<file path="config.mk">
export PLATFORM = sky130hd
export DESIGN_NAME = pal_macrocell_array
export DESIGN_NICKNAME = d
export VERILOG_FILES = /design/src/rtl/pal_macrocell_array.sv
export SDC_FILE = /design/constraint.sdc
export NUM_CORES = 1
export LEC_CHECK = 0
export CORE_MARGIN = 10
export CORE_UTILIZATION = 56
export DETAILED_ROUTE_END_ITERATION = 6
export PLACE_DENSITY = 0.83
export SYNTH_ARGS = -nofsm -noshare
export SYNTH_HDL_FRONTEND = slang
export SYNTH_HIERARCHICAL = 1
export SYNTH_SLANG_ARGS = --single-unit
</file>
<file path="constraint.sdc">
create_clock -name clk -period 10.3 [get_ports clk]
set_clock_uncertainty 0.2 [all_clocks]
set_input_delay 3.09 -clock clk [delete_from_list [all_inputs] [get_ports clk]]
set_output_delay 3.09 -clock clk [all_outputs]
set_load 0.01 [all_outputs]
</file>
<file path="src/rtl/pal_macrocell_array.sv">
// pal_macrocell_array
//   Parametrised PAL: AND plane -> OR plane -> per-output macrocell.
//   The whole fabric is programmed via a serial shift chain loaded under
//   control of a small load FSM. Outputs stay at 0 until a complete
//   bitstream has been shifted in.
//
//   Ports:
//     clk, rst_n     single clock, synchronous active-low reset
//     cfg_start      begin (re)load of the bitstream
//     cfg_valid      cfg_data carries a bit this cycle
//     cfg_data       serial configuration bit
//     cfg_busy       load in progress
//     cfg_done       full bitstream loaded
//     cfg_dout       readback of chain[0] (only with PAL_READBACK_EN)
//     enable         output enable (also freezes registered macrocells)
//     in_data        logic inputs
//     out_data       logic outputs
//
//   Build option: define PAL_READBACK_EN to expose chain[0] on cfg_dout;
//   otherwise cfg_dout is tied low.
//
//   Chain map (bit 0 is the first bit sent):
//     [t*2*NUM_INPUTS + 2i]      term t uses  in_data[i]
//     [t*2*NUM_INPUTS + 2i + 1]  term t uses ~in_data[i]
//     [AND_LEN + o*NUM_TERMS + t]   output o includes term t
//     [AND_LEN + OR_LEN + 2o]       macrocell o reg_sel
//     [AND_LEN + OR_LEN + 2o + 1]   macrocell o invert

// One output macrocell: polarity control plus an optional output flop.
module pal_macrocell (
    input  logic clk,
    input  logic rst_n,
    input  logic done,     // bitstream fully loaded
    input  logic run,      // done & enable
    input  logic or_in,
    input  logic reg_sel,
    input  logic invert,
    output logic out
);
    logic f;
    logic q_d, q_q;

    always_comb begin
        f   = or_in ^ invert;
        q_d = q_q;
        if (!done) begin
            q_d = 1'b0;
        end else if (run) begin
            q_d = f;
        end
    end

    always_ff @(posedge clk) begin
        if (!rst_n) begin
            q_q <= 1'b0;
        end else begin
            q_q <= q_d;
        end
    end

    assign out = run ? (reg_sel ? q_q : f) : 1'b0;
endmodule

module pal_macrocell_array #(
    parameter int NUM_INPUTS  = 8,
    parameter int NUM_OUTPUTS = 4,
    parameter int NUM_TERMS   = 14
) (
    input  logic                   clk,
    input  logic                   rst_n,
    input  logic                   cfg_start,
    input  logic                   cfg_valid,
    input  logic                   cfg_data,
    output logic                   cfg_busy,
    output logic                   cfg_done,
    output logic                   cfg_dout,
    input  logic                   enable,
    input  logic [NUM_INPUTS-1:0]  in_data,
    output logic [NUM_OUTPUTS-1:0] out_data
);
    localparam int LIT_W   = 2 * NUM_INPUTS;
    localparam int AND_LEN = LIT_W * NUM_TERMS;
    localparam int OR_LEN  = NUM_TERMS * NUM_OUTPUTS;
    localparam int MC_BASE = AND_LEN + OR_LEN;
    localparam int CFG_LEN = AND_LEN + OR_LEN + 2 * NUM_OUTPUTS;
    localparam int CW      = $clog2(CFG_LEN + 1);

    typedef enum logic [1:0] {
        ST_IDLE,
        ST_LOAD,
        ST_DONE
    } state_t;

    // Field order matches chain order: reg_sel is the lower bit.
    typedef struct packed {
        logic invert;
        logic reg_sel;
    } mc_cfg_t;

    state_t              state_d, state_q;
    logic [CW-1:0]       cnt_d, cnt_q;
    logic [CFG_LEN-1:0]  chain_d, chain_q;

    // ---------------- load FSM / shift chain ----------------
    always_comb begin
        state_d = state_q;
        cnt_d   = cnt_q;
        chain_d = chain_q;
        case (state_q)
            ST_IDLE: begin
                if (cfg_start) begin
                    state_d = ST_LOAD;
                    cnt_d   = '0;
                end
            end
            ST_LOAD: begin
                // A restart wins over a data bit in the same cycle.
                if (cfg_start) begin
                    cnt_d = '0;
                end else if (cfg_valid) begin
                    chain_d = {cfg_data, chain_q[CFG_LEN-1:1]};
                    cnt_d   = cnt_q + CW'(1);
                    if (cnt_q == CW'(CFG_LEN - 1)) begin
                        state_d = ST_DONE;
                    end
                end
            end
            ST_DONE: begin
                if (cfg_start) begin
                    state_d = ST_LOAD;
                    cnt_d   = '0;
                end
            end
            default: begin
                state_d = ST_IDLE;
                cnt_d   = '0;
            end
        endcase
    end

    always_ff @(posedge clk) begin
        if (!rst_n) begin
            state_q <= ST_IDLE;
            cnt_q   <= '0;
        end else begin
            state_q <= state_d;
            cnt_q   <= cnt_d;
        end
    end

    // Configuration contents survive reset; only a full load validates them.
    always_ff @(posedge clk) begin
        chain_q <= chain_d;
    end

    logic done, run;
    assign done     = (state_q == ST_DONE);
    assign run      = done & enable;
    assign cfg_busy = (state_q == ST_LOAD);
    assign cfg_done = done;

`ifdef PAL_READBACK_EN
    assign cfg_dout = chain_q[0];
`else
    assign cfg_dout = 1'b0;
`endif

    // ---------------- AND plane ----------------
    // A term with no literal selected evaluates to 0, not to a tautology.
    logic [NUM_TERMS-1:0] term;

    for (genvar t = 0; t < NUM_TERMS; t++) begin : g_term
        logic [LIT_W-1:0]      lit;
        logic [NUM_INPUTS-1:0] lit_ok;
        assign lit = chain_q[t*LIT_W +: LIT_W];
        for (genvar i = 0; i < NUM_INPUTS; i++) begin : g_lit
            assign lit_ok[i] = (~lit[2*i] | in_data[i]) & (~lit[2*i+1] | ~in_data[i]);
        end
        assign term[t] = (|lit) & (&lit_ok);
    end

    // ---------------- OR plane + macrocells ----------------
    logic    [NUM_OUTPUTS-1:0][NUM_TERMS-1:0] or_sel;
    logic    [NUM_OUTPUTS-1:0]                or_out;
    mc_cfg_t [NUM_OUTPUTS-1:0]                mc_cfg;

    for (genvar o = 0; o < NUM_OUTPUTS; o++) begin : g_out
        assign or_sel[o] = chain_q[AND_LEN + o*NUM_TERMS +: NUM_TERMS];
        assign or_out[o] = |(term & or_sel[o]);
        assign mc_cfg[o] = mc_cfg_t'(chain_q[MC_BASE + 2*o +: 2]);

        pal_macrocell u_mc (
            .clk     (clk),
            .rst_n   (rst_n),
            .done    (done),
            .run     (run),
            .or_in   (or_out[o]),
            .reg_sel (mc_cfg[o].reg_sel),
            .invert  (mc_cfg[o].invert),
            .out     (out_data[o])
        );
    end
endmodule

</file>
==> results of run 1 <==
critical path, delay by kind of cell:
kind	cells	cell delay (ps)
AO/OA/AOI/OAI	2	430
XOR/XNOR	1	110
multiplexers	1	200
AND/OR/NAND/NOR	4	860
buffers and inverters	3	1860
cells by family (layout without fill, tap and decap cells):
family | after synthesis | count (layout) | synth area share [%]
simple gates | 161 | 161 | 8.84
xor+xnor | 11 | 11 | 0.813
compound gates | 42 | 42 | 2.82
fa+ha+maj | 1 | 1 | 0.106
mux | 114 | 114 | 9.63
buf+inv | 26 | 94 | 2.27
other cells | 1 | 1 | 0.0316
flops | 303 | 303 | 75.5
layer usage:
metal	share of wire (%)	wire length, um
met1	40	9470
met2	50	11700
met3	6.6	1550
met4	3.2	758
met5	0	0
where the power goes:
part / internal [mW] / total [mW] / switching [mW]
logic: 0.0187 / 0.0543 / 0.0356
registers: 1.34 / 1.35 / 0.00362
clock network: 0.542 / 0.980 / 0.437
total: 1.90 / 2.38 / 0.477
sequential cells by signal (all words and copies together) (netlist names):
register	flops
chain_q	288
cnt_q	9
state_q	2
g_out.u_mc/q_q	4
cells in the final DEF, fill, tap and decap left out, types with 5 or more instances in the layout:
cell type	n
dfxtp_1	15
nand4_1	35
a22oi_1	17
nand3_1	8
edfxtp_1	288
clkbuf_16	29
xor2_1	5
nor2b_1	5
nor2_1	10
inv_1	8
mux2i_1	114
buf_4	15
nor3_2	10
clkbuf_1	9
xnor2_1	6
a21oi_1	5
clkinv_2	6
clkdlybuf4s50_1	19
and4_1	12
nor4_1	56
layout make-up:
class / count / area (um^2)
sequential: 303 / 8950
fill: 1421 / 7820
multi-input combinational: 330 / 2640
clock buffer: 38 / 759
tap: 275 / 344
timing repair buffer: 35 / 323
clock inverter: 13 / 92.6
inverter: 8 / 30.0
per-stage QoR:
stage | hold WS [ps] | util, % | instances | area [um^2] | worst slack, ps
2_1_floorplan | 226 | - | 659 | 11900 | 2340
3_3_place_gp | 235 | 58.6 | 951 | 12300 | 486
3_5_place_dp | 237 | 58.6 | 951 | 12300 | 441
4_1_cts | 251 | 62.7 | 1002 | 13100 | 417
5_1_grt | 259 | 62.7 | 1002 | 13100 | 304
6_report | 247 | 62.7 | 1002 | 13100 | 452
synth_stat cells (2+ instances only):
master,instances,share of area (%)
xnor2_1,6,0.44
and3_1,4,0.21
nand2_1,4,0.13
nor2_1,10,0.32
nor3_1,2,0.084
edfxtp_1,288,73
and4_1,12,0.89
nand3_1,8,0.34
a211oi_2,4,0.42
and2b_1,4,0.25
mux2i_1,114,9.6
a21oi_1,5,0.21
nor2b_1,5,0.26
nand2b_1,2,0.11
a221oi_1,4,0.30
nand4_1,35,1.8
a22o_1,3,0.22
and2_1,3,0.16
inv_1,8,0.25
buf_8,2,0.25
buf_12,5,0.84
dfxtp_1,15,2.5
a22oi_1,17,1.1
a32oi_1,2,0.15
nor4_1,56,3.0
buf_4,2,0.13
buf_6,8,0.76
o211ai_1,4,0.25
xor2_1,5,0.37
nor3_2,10,0.84
worst paths after layout:
path	end	from	slack [ps]	cells past startpoint
worst min register to register	chain_q[263]$_DFFE_PP_	chain_q[264]$_DFFE_PP_	250	0
worst max-delay path	out_data[0]	in_data[3]	450	11
worst max register to register	chain_q[226]$_DFFE_PP_	state_q[0]$_SDFFE_PN0P_	7150	3
worst min-delay path	chain_q[263]$_DFFE_PP_	chain_q[264]$_DFFE_PP_	250	0
==> flow_metrics.env, run 1 <==
export IMPL_ctsHoldBuffers=0
export IMPL_cts_setup_buffers=0
export IMPL_synth_nets=674
export IMPL_grt_max_degree=133
export IMPL_fp_dieArea_um2=27400
export IMPL_synth_flop_cell="edfxtp_1"
export IMPL_syn_inst=659
export IMPL_cts_tree="done"
export IMPL_final_nets=722
export IMPL_numCtsBuffers=29
export IMPL_cts_root_buf="clkbuf_16"
export IMPL_viasPerCell=6.49
export IMPL_worstPathArrival_ps=6560
export IMPL_fp_dieH_um=165
export IMPL_area_delta_synth_final_pct=10.8
export IMPL_yosys_register_bits=303
export IMPL_hpwl_mm=14.3
export IMPL_max_vdd_ir_drop_uv=136
export IMPL_core_area_um2=21000
export IMPL_hp_class="reg -> reg"
export IMPL_wl_mm=23.5
export IMPL_async_flop_share_pct=0
export IMPL_slew_violations=0
export IMPL_portBuffers=19
export IMPL_use_met3_pct=2.53
export IMPL_grt_use_met2_pct=28.2
export IMPL_synth_edf_count=288
export IMPL_wire_per_inst_um=23.4
export IMPL_cts_resized=0
export IMPL_maxSlewHeadroom_pct=22.2
export IMPL_busiest_layer="met2"
export IMPL_grt_usage_pct=17.2
export IMPL_die_w_um=165
export IMPL_clkSinkCount=303
export IMPL_worst_setup_path_start_kind="input pin"
export IMPL_worstPathMaxFanout=9
export IMPL_clk_latency_ps=550
export IMPL_critical_path_slowest_cell="clkdlybuf4s50_1"
export IMPL_num_vias=6501
export IMPL_leakagePower_nw=3.52
export IMPL_setup_violations=0
export IMPL_drtPass1Iterations=7
export IMPL_gp_congestion=0.915
export IMPL_cp_cell_sequence="clkdlybuf4s50_1 > buf_4 > mux2i_1 > nand4_1 > nor3_2 > a22oi_1 > and3_1 > nand4_1 > xnor2_1 > a211oi_2 > clkdlybuf4s50_1"
export IMPL_cp_required_ps=7010
export IMPL_cp_end_kind="primary output"
export IMPL_antenna_left=0
export IMPL_outcome="completed"
export IMPL_grt_ovfl_total=0
export IMPL_fin_crit_sh_pct=95.6
export IMPL_drt_iter0_drc=632
export IMPL_power_density_nw_per_um2=181
export IMPL_post_route_min_period_ps=9850
export IMPL_ys_warn_count=6
export IMPL_grt_pass1_vias=6554
export IMPL_hold_violations=0
export IMPL_initial_core_util_pct=56.6
export IMPL_path_class="in -> out"
export IMPL_grt_met1_usage_pct=22.8
export IMPL_synth_cell_types=42
export IMPL_syn_area_per_cell_um2=18.0
export IMPL_grt_first_pass_wirelength_mm=36.9
export IMPL_tightestPinTransition_ps=1170
export IMPL_ioPinCount=21
export IMPL_floorplan_rows=53
export IMPL_synth_area_um2=11900
export IMPL_power_total_mw=2.38
export IMPL_synth_seq_area_share_pct=75.5
export IMPL_layout_drive_gt1_share_pct=9.63
export IMPL_num_antenna_cells=0
export IMPL_rsz0062_at_grt="false"
export IMPL_slowest_delay_ps=980
export IMPL_maxCapViolations=0
export IMPL_htree_num_levels=1
export IMPL_antenna_found_initial=0
export IMPL_route_detailed_drc=0
export IMPL_fin_tns_setup_ps=0
export IMPL_max_freq_mhz=102
export IMPL_clkSlewWorstSetupHoldPaths_ps=70
export IMPL_clk_path_buf_depth=3
Note: power is estimated with default switching activity, not from simulation.
==> run 2, diff against run 1 <==
--- a/config.mk
+++ b/config.mk
@@ -8,6 +8,7 @@
 export CORE_MARGIN = 10
 export CORE_UTILIZATION = 56
 export DETAILED_ROUTE_END_ITERATION = 6
+export HOLD_SLACK_MARGIN = 0.1
 export PLACE_DENSITY = 0.83
 export SYNTH_ARGS = -nofsm -noshare
 export SYNTH_HDL_FRONTEND = slang
==> results of run 2 <==
No change in the layout: final DEF, timing and power equal those of run 1.
